--- src/rtl/kudu_perf_pkg.sv ---
// Shared types and default sizing for the kudu performance-counter controller.
package kudu_perf_pkg;

  localparam int unsigned NUM_EVENTS_DEF = 16;
  localparam int unsigned NUM_CNT_DEF    = 4;
  localparam int unsigned CNT_W_DEF      = 32;

  typedef enum logic [1:0] {
    CMD_START = 2'd0,
    CMD_STOP  = 2'd1,
    CMD_CLEAR = 2'd2,
    CMD_DUMP  = 2'd3
  } cmd_op_e;

  typedef enum logic [1:0] {
    ST_STOPPED,
    ST_RUNNING,
    ST_DUMP_STOPPED,
    ST_DUMP_RUNNING
  } perf_state_e;

endpackage

--- src/rtl/kudu_perf_cnt.sv ---
// One programmable saturating event counter: event select register, clear and
// sticky overflow flag.
module kudu_perf_cnt #(
  parameter int unsigned NumEvents = 16,
  parameter int unsigned CntW      = 32,
  parameter int unsigned RstSel    = 0
) (
  input  logic                         clk_i,
  input  logic                         rst_i,
  input  logic                         en_i,
  input  logic                         clr_i,
  input  logic [NumEvents-1:0]         event_i,
  input  logic                         cfg_we_i,
  input  logic [$clog2(NumEvents)-1:0] cfg_sel_i,
  output logic [CntW-1:0]              cnt_o,
  output logic                         ovf_o
);

  localparam int unsigned SelW = $clog2(NumEvents);

  logic [SelW-1:0] sel_q;
  logic [CntW-1:0] cnt_q;
  logic            ovf_q;

  // The select register updates independently so the write cycle still counts
  // with the old selection.
  always_ff @(posedge clk_i or posedge rst_i) begin
    if (rst_i) begin
      sel_q <= SelW'(RstSel);
    end else if (cfg_we_i) begin
      sel_q <= cfg_sel_i;
    end
  end

  always_ff @(posedge clk_i or posedge rst_i) begin
    if (rst_i) begin
      cnt_q <= '0;
      ovf_q <= 1'b0;
    end else if (clr_i) begin
      cnt_q <= '0;
      ovf_q <= 1'b0;
    end else if (en_i && event_i[sel_q]) begin
      if (&cnt_q) begin
        ovf_q <= 1'b1;
      end else begin
        cnt_q <= cnt_q + 1'b1;
      end
    end
  end

  assign cnt_o = cnt_q;
  assign ovf_o = ovf_q;

endmodule

--- src/rtl/kudu_perf_ctrl.sv ---
// Performance-counter controller: start/stop/clear/dump command FSM over a bank
// of saturating counters, with a snapshot readout stream.
module kudu_perf_ctrl
  import kudu_perf_pkg::*;
#(
  parameter int unsigned NumEvents = NUM_EVENTS_DEF,
  parameter int unsigned NumCnt    = NUM_CNT_DEF,
  parameter int unsigned CntW      = CNT_W_DEF
) (
  input  logic                         clk_i,
  input  logic                         rst_i,
  input  logic [NumEvents-1:0]         event_i,
  input  logic                         cmd_valid_i,
  input  logic [1:0]                   cmd_op_i,
  output logic                         cmd_ready_o,
  input  logic                         cfg_we_i,
  input  logic [$clog2(NumCnt)-1:0]    cfg_idx_i,
  input  logic [$clog2(NumEvents)-1:0] cfg_sel_i,
  output logic                         running_o,
  output logic                         dump_valid_o,
  input  logic                         dump_ready_i,
  output logic [$clog2(NumCnt)-1:0]    dump_idx_o,
  output logic [CntW-1:0]              dump_data_o,
  output logic                         dump_ovf_o,
  output logic                         dump_last_o
);

  localparam int unsigned IdxW = $clog2(NumCnt);
  localparam logic [IdxW-1:0] LastIdx = IdxW'(NumCnt - 1);

  perf_state_e     state_q;
  logic [IdxW-1:0] dump_idx_q;
  cmd_op_e         op;
  logic            cmd_fire;
  logic            cmd_clear;
  logic            cmd_dump;

  logic [CntW-1:0]   cnt        [NumCnt];
  logic [NumCnt-1:0] ovf;
  logic [CntW-1:0]   shadow_cnt_q [NumCnt];
  logic [NumCnt-1:0] shadow_ovf_q;

  assign op          = cmd_op_e'(cmd_op_i);
  assign cmd_ready_o = (state_q == ST_STOPPED) || (state_q == ST_RUNNING);
  assign running_o   = (state_q == ST_RUNNING) || (state_q == ST_DUMP_RUNNING);
  assign dump_valid_o = (state_q == ST_DUMP_STOPPED) || (state_q == ST_DUMP_RUNNING);
  assign cmd_fire    = cmd_valid_i && cmd_ready_o;
  assign cmd_clear   = cmd_fire && (op == CMD_CLEAR);
  assign cmd_dump    = cmd_fire && (op == CMD_DUMP);

  for (genvar k = 0; k < NumCnt; k++) begin : g_cnt
    kudu_perf_cnt #(
      .NumEvents (NumEvents),
      .CntW      (CntW),
      .RstSel    (k % NumEvents)
    ) u_cnt (
      .clk_i     (clk_i),
      .rst_i     (rst_i),
      .en_i      (running_o),
      .clr_i     (cmd_clear),
      .event_i   (event_i),
      .cfg_we_i  (cfg_we_i && (cfg_idx_i == IdxW'(k))),
      .cfg_sel_i (cfg_sel_i),
      .cnt_o     (cnt[k]),
      .ovf_o     (ovf[k])
    );
  end

  always_ff @(posedge clk_i or posedge rst_i) begin
    if (rst_i) begin
      for (int unsigned k = 0; k < NumCnt; k++) begin
        shadow_cnt_q[k] <= '0;
      end
      shadow_ovf_q <= '0;
    end else if (cmd_dump) begin
      for (int unsigned k = 0; k < NumCnt; k++) begin
        shadow_cnt_q[k] <= cnt[k];
      end
      shadow_ovf_q <= ovf;
    end
  end

  always_ff @(posedge clk_i or posedge rst_i) begin
    if (rst_i) begin
      state_q    <= ST_STOPPED;
      dump_idx_q <= '0;
    end else begin
      unique case (state_q)
        ST_STOPPED: begin
          if (cmd_fire && op == CMD_START) begin
            state_q <= ST_RUNNING;
          end else if (cmd_fire && op == CMD_DUMP) begin
            state_q    <= ST_DUMP_STOPPED;
            dump_idx_q <= '0;
          end
        end
        ST_RUNNING: begin
          if (cmd_fire && op == CMD_STOP) begin
            state_q <= ST_STOPPED;
          end else if (cmd_fire && op == CMD_DUMP) begin
            state_q    <= ST_DUMP_RUNNING;
            dump_idx_q <= '0;
          end
        end
        ST_DUMP_STOPPED, ST_DUMP_RUNNING: begin
          if (dump_ready_i) begin
            if (dump_idx_q == LastIdx) begin
              dump_idx_q <= '0;
              state_q    <= (state_q == ST_DUMP_RUNNING) ? ST_RUNNING : ST_STOPPED;
            end else begin
              dump_idx_q <= dump_idx_q + 1'b1;
            end
          end
        end
        default: state_q <= ST_STOPPED;
      endcase
    end
  end

  assign dump_idx_o  = dump_idx_q;
  assign dump_data_o = dump_valid_o ? shadow_cnt_q[dump_idx_q] : '0;
  assign dump_ovf_o  = dump_valid_o && shadow_ovf_q[dump_idx_q];
  assign dump_last_o = dump_valid_o && (dump_idx_q == LastIdx);

endmodule

--- config.mk ---
export PLATFORM = sky130hd
export DESIGN_NAME = kudu_perf_ctrl
export DESIGN_NICKNAME = d
export VERILOG_FILES = /design/src/rtl/kudu_perf_pkg.sv /design/src/rtl/kudu_perf_cnt.sv /design/src/rtl/kudu_perf_ctrl.sv
export SDC_FILE = /design/constraint.sdc
export NUM_CORES = 1
export LEC_CHECK = 0
export ABC_CLOCK_PERIOD_IN_PS = 12900
export BUFFER_PORTS_ARGS = -buffer_cell sky130_fd_sc_hd__buf_2
export CAP_MARGIN = 20
export CORE_ASPECT_RATIO = 1.2
export CORE_UTILIZATION = 25
export CTS_BUF_LIST = sky130_fd_sc_hd__clkbuf_16
export CTS_CLUSTER_SIZE = 12
export DETAILED_ROUTE_END_ITERATION = 16
export PLACE_DENSITY = 0.37
export SLEW_MARGIN = 20
export SYNTH_ARGS = -nofsm -noshare
export SYNTH_HDL_FRONTEND = slang
export SYNTH_SLANG_ARGS = --single-unit
--- constraint.sdc ---
create_clock -name clk_i -period 12.9 [get_ports clk_i]
set_clock_uncertainty 0.1 [all_clocks]
set_input_delay 2.58 -clock clk_i [delete_from_list [all_inputs] [get_ports clk_i]]
set_output_delay 2.58 -clock clk_i [all_outputs]
set_load 0.05 [all_outputs]
==> impl_metrics.toml <==
[cts]
h-tree-depth = 2
clk_pin_slew_worst_paths_ps = 60
ctsResizeCount = 0
clock_path_buffers = 3
cts_buffers = 36
cts-root-buf = "clkbuf_16"
post_cts_buffers = 0
cts.sinks = 284
clk_latency_ps = 550
ctsHoldBuffers = 0
cts_tree = "yes"

[timing]
worst_pin_slew_ps = 1036
fin_crit_ps = 5251
finalSetupTns_ps = 0
setup_ws_ps = 7649
setup_viol = 0
whs_ps = 379.2
finalCritPeriodShare_pct = 40.70
rsz0062_at_grt = "no"
fmax_mhz = 190.4
hold_viol = 0
slew_headroom_pct = 30.92
maxSlewViolCount = 0

[layout]
diodes = 0
area_growth_pct = 14.68
multi_input_area_um2 = 7345
final_common_cell = "dfrtp_1"
n_fill_cell = 6055
final_nets = 1409
fin_util_pct = 29.17
register_area_um2 = 7114
drive_above_1_share_pct = 24.32
layout.cells.most_common_list = "278 x dfrtp_1, 139 x mux2_2, 106 x nand2_1"

[setup_path]
crit_arrival_ps = 2570
max_stage_delay_ps = 670
cp_num_cells = 4
crit_required_ps = 10220
crit_buf_inv = 2
crit_slowest_cell = "mux4_2"
path_class = "reg -> out"
crit_path_end_kind = "output port"
cp_max_fo = 37
rr_worst_depth = 5
critPathLaunchType = "flip-flop"
reg2reg_slack_ps = 9370
crit_path_cell_trace = "buf_4 > mux4_2 > and2_1 > buf_2"
path_delay_family = "buffers and inverters"

[synthesis]
synth_cell_types = 60
async_flop_share_pct = 100.0
ys_ff_latch = 284
synth_compound_area_share_pct = 9.827
synth-adder-area-share_pct = 0.4196
yosys.area_share.simple_pct = 19.46
muxShareOfSynthArea_pct = 19.18
yosysWarningCount = 0
synth_area_um2 = 14910
syn_inst = 1351
synth_xor_xnor_area_share_pct = 0
synth_edf_count = 0
yosysSeqAreaShare_pct = 47.70
synth_ff_type = "dfrtp_1"
synth_top_family_by_area = "simple AND/OR/NAND/NOR gates"
syn_nets = 1385
synth_area_per_cell_um2 = 11.04

[die]
start_util_pct = 25.43
die-height_um = 269.5
die_x_um = 224.9
io_pins = 68
rows = 97
core_area_um2 = 58620
die-area_um2 = 60620

[power_and_ir_drop]
switching_share_pct = 35.00
p_comb_share_pct = 23.8
p_int_mw = 1.871
powerDensity_nw_per_um2 = 168.4
seq_power_share_pct = 41.9
leakage_nw = 7.164
p_switching_mw = 1.007
pwr-share-clk_pct = 34.2
ir_drop_mv = 0.07734
power_mw = 2.879

[drt]
drt_pre_antenna_iters = 5
drt_wl_total_um = 46160
wl_per_cell_um = 21.04
drcViolationCount = 0
vias = 11060
ant_nets = 0
routed_via_density = 5.043
drt_iter0_drc = 805

[placed_design]
portBuffers = 67
dp_hpwl_um = 32010
place_congestion = 0.7417
dp_slack_ps = 7530

[grt]
grt_overflow_total = 0
grt_max_degree = 115
grt_first_pass_wirelength_um = 71280
antenna_found_initial = 1
grt.total_usage_pct = 15.44
grt_pass1_vias = 10960

[outcome]
status = "finished clean"

[hold_path]
hold_depth = 2
hp-class = "reg -> reg"

[run]
maxCapViolations = 0
## kinds of logic after synthesis
kind of cell / count (synthesis)
AOI/OAI and AO/OA: 229
adders and majority gates: 5
buffers and inverters: 114
DFF: 284
muxes: 217
and+or+nand+nor: 502
## metal layers
layer	track usage [%]	vias up	routed length [µm]
met1	20.64	5701	21180
li1	-	5158	-
met2	25.11	143	22300
met5	0	-	0
met3	2.474	62	1280
met4	5.442	0	1391
## power by group through the flow
stage / Sequential, mW / Clock (mW) / Combinational [mW]
floorplan: 1.12 / 0 / 0.568
global placement: 1.23 / 0 / 0.689
detailed placement: 1.23 / 0 / 0.696
CTS: 1.22 / 1.03 / 0.698
global route: 1.23 / 1.06 / 0.749
finish: 1.21 / 0.985 / 0.686
## worst reg2reg max path, cell delays in order (launching register included)
cell     delay [ps]
dfrtp_1         860
nor2b_1         210
nand3_4         130
buf_4           690
buf_4           890
mux2_2          530
## final timing paths
check	start	to
worst max-delay path	dump_idx_o[0]	dump_data_o[0]
worst min register to register	shadow_cnt_q[90]	shadow_cnt_q[90]
worst max register to register	state_q[1]	shadow_cnt_q[44]
worst min-delay path	shadow_cnt_q[90]	shadow_cnt_q[90]
max in group asynchronous	rst_i	dump_idx_o[1]
min in group asynchronous	rst_i	g_cnt[2].u_cnt.cnt_o[16]
## area by class of cell
type	instances	share of cell area (%)
multi-input combinational	953	42.96
sequential	284	41.61
tap	792	5.796
clock buffer	37	5.415
timing repair buffer	81	2.576
clock inverter	28	1.186
inverter	19	0.4610
## flip-flops by register name (all words and copies together), names as in the netlist
| name | count |
|---|---|
| shadow_ovf_q | 4 |
| shadow_cnt_q | 128 |
| g_cnt.u_cnt.ovf_o | 4 |
| g_cnt.u_cnt.cnt_o | 128 |
| g_cnt.u_cnt.sel_q | 16 |
| dump_idx_o | 2 |
| state_q | 2 |
## Yosys cell counts, types with 37 or more instances
library cell  count  area share, %
a21oi_1          84            2.8
and2_1           38            1.6
clkbuf_1         58            1.5
dfrtp_1         280             47
mux2_2          139             10
mux2i_1          37            2.5
mux4_2           41            6.2
nand2_1         106            2.7
nand3_1          62            2.1
nand4_1          38            1.6
o31ai_1          64            3.2
or4_1            68            3.4
## through the flow
stage | instance area, µm² | instances
detailed placement | 15960 | 2129
CTS | 17090 | 2194
floorplan | 14910 | 1351
global route | 17100 | 2194
finish | 17100 | 2194
global placement | 15960 | 2129
(Power assumes the default switching activity.)
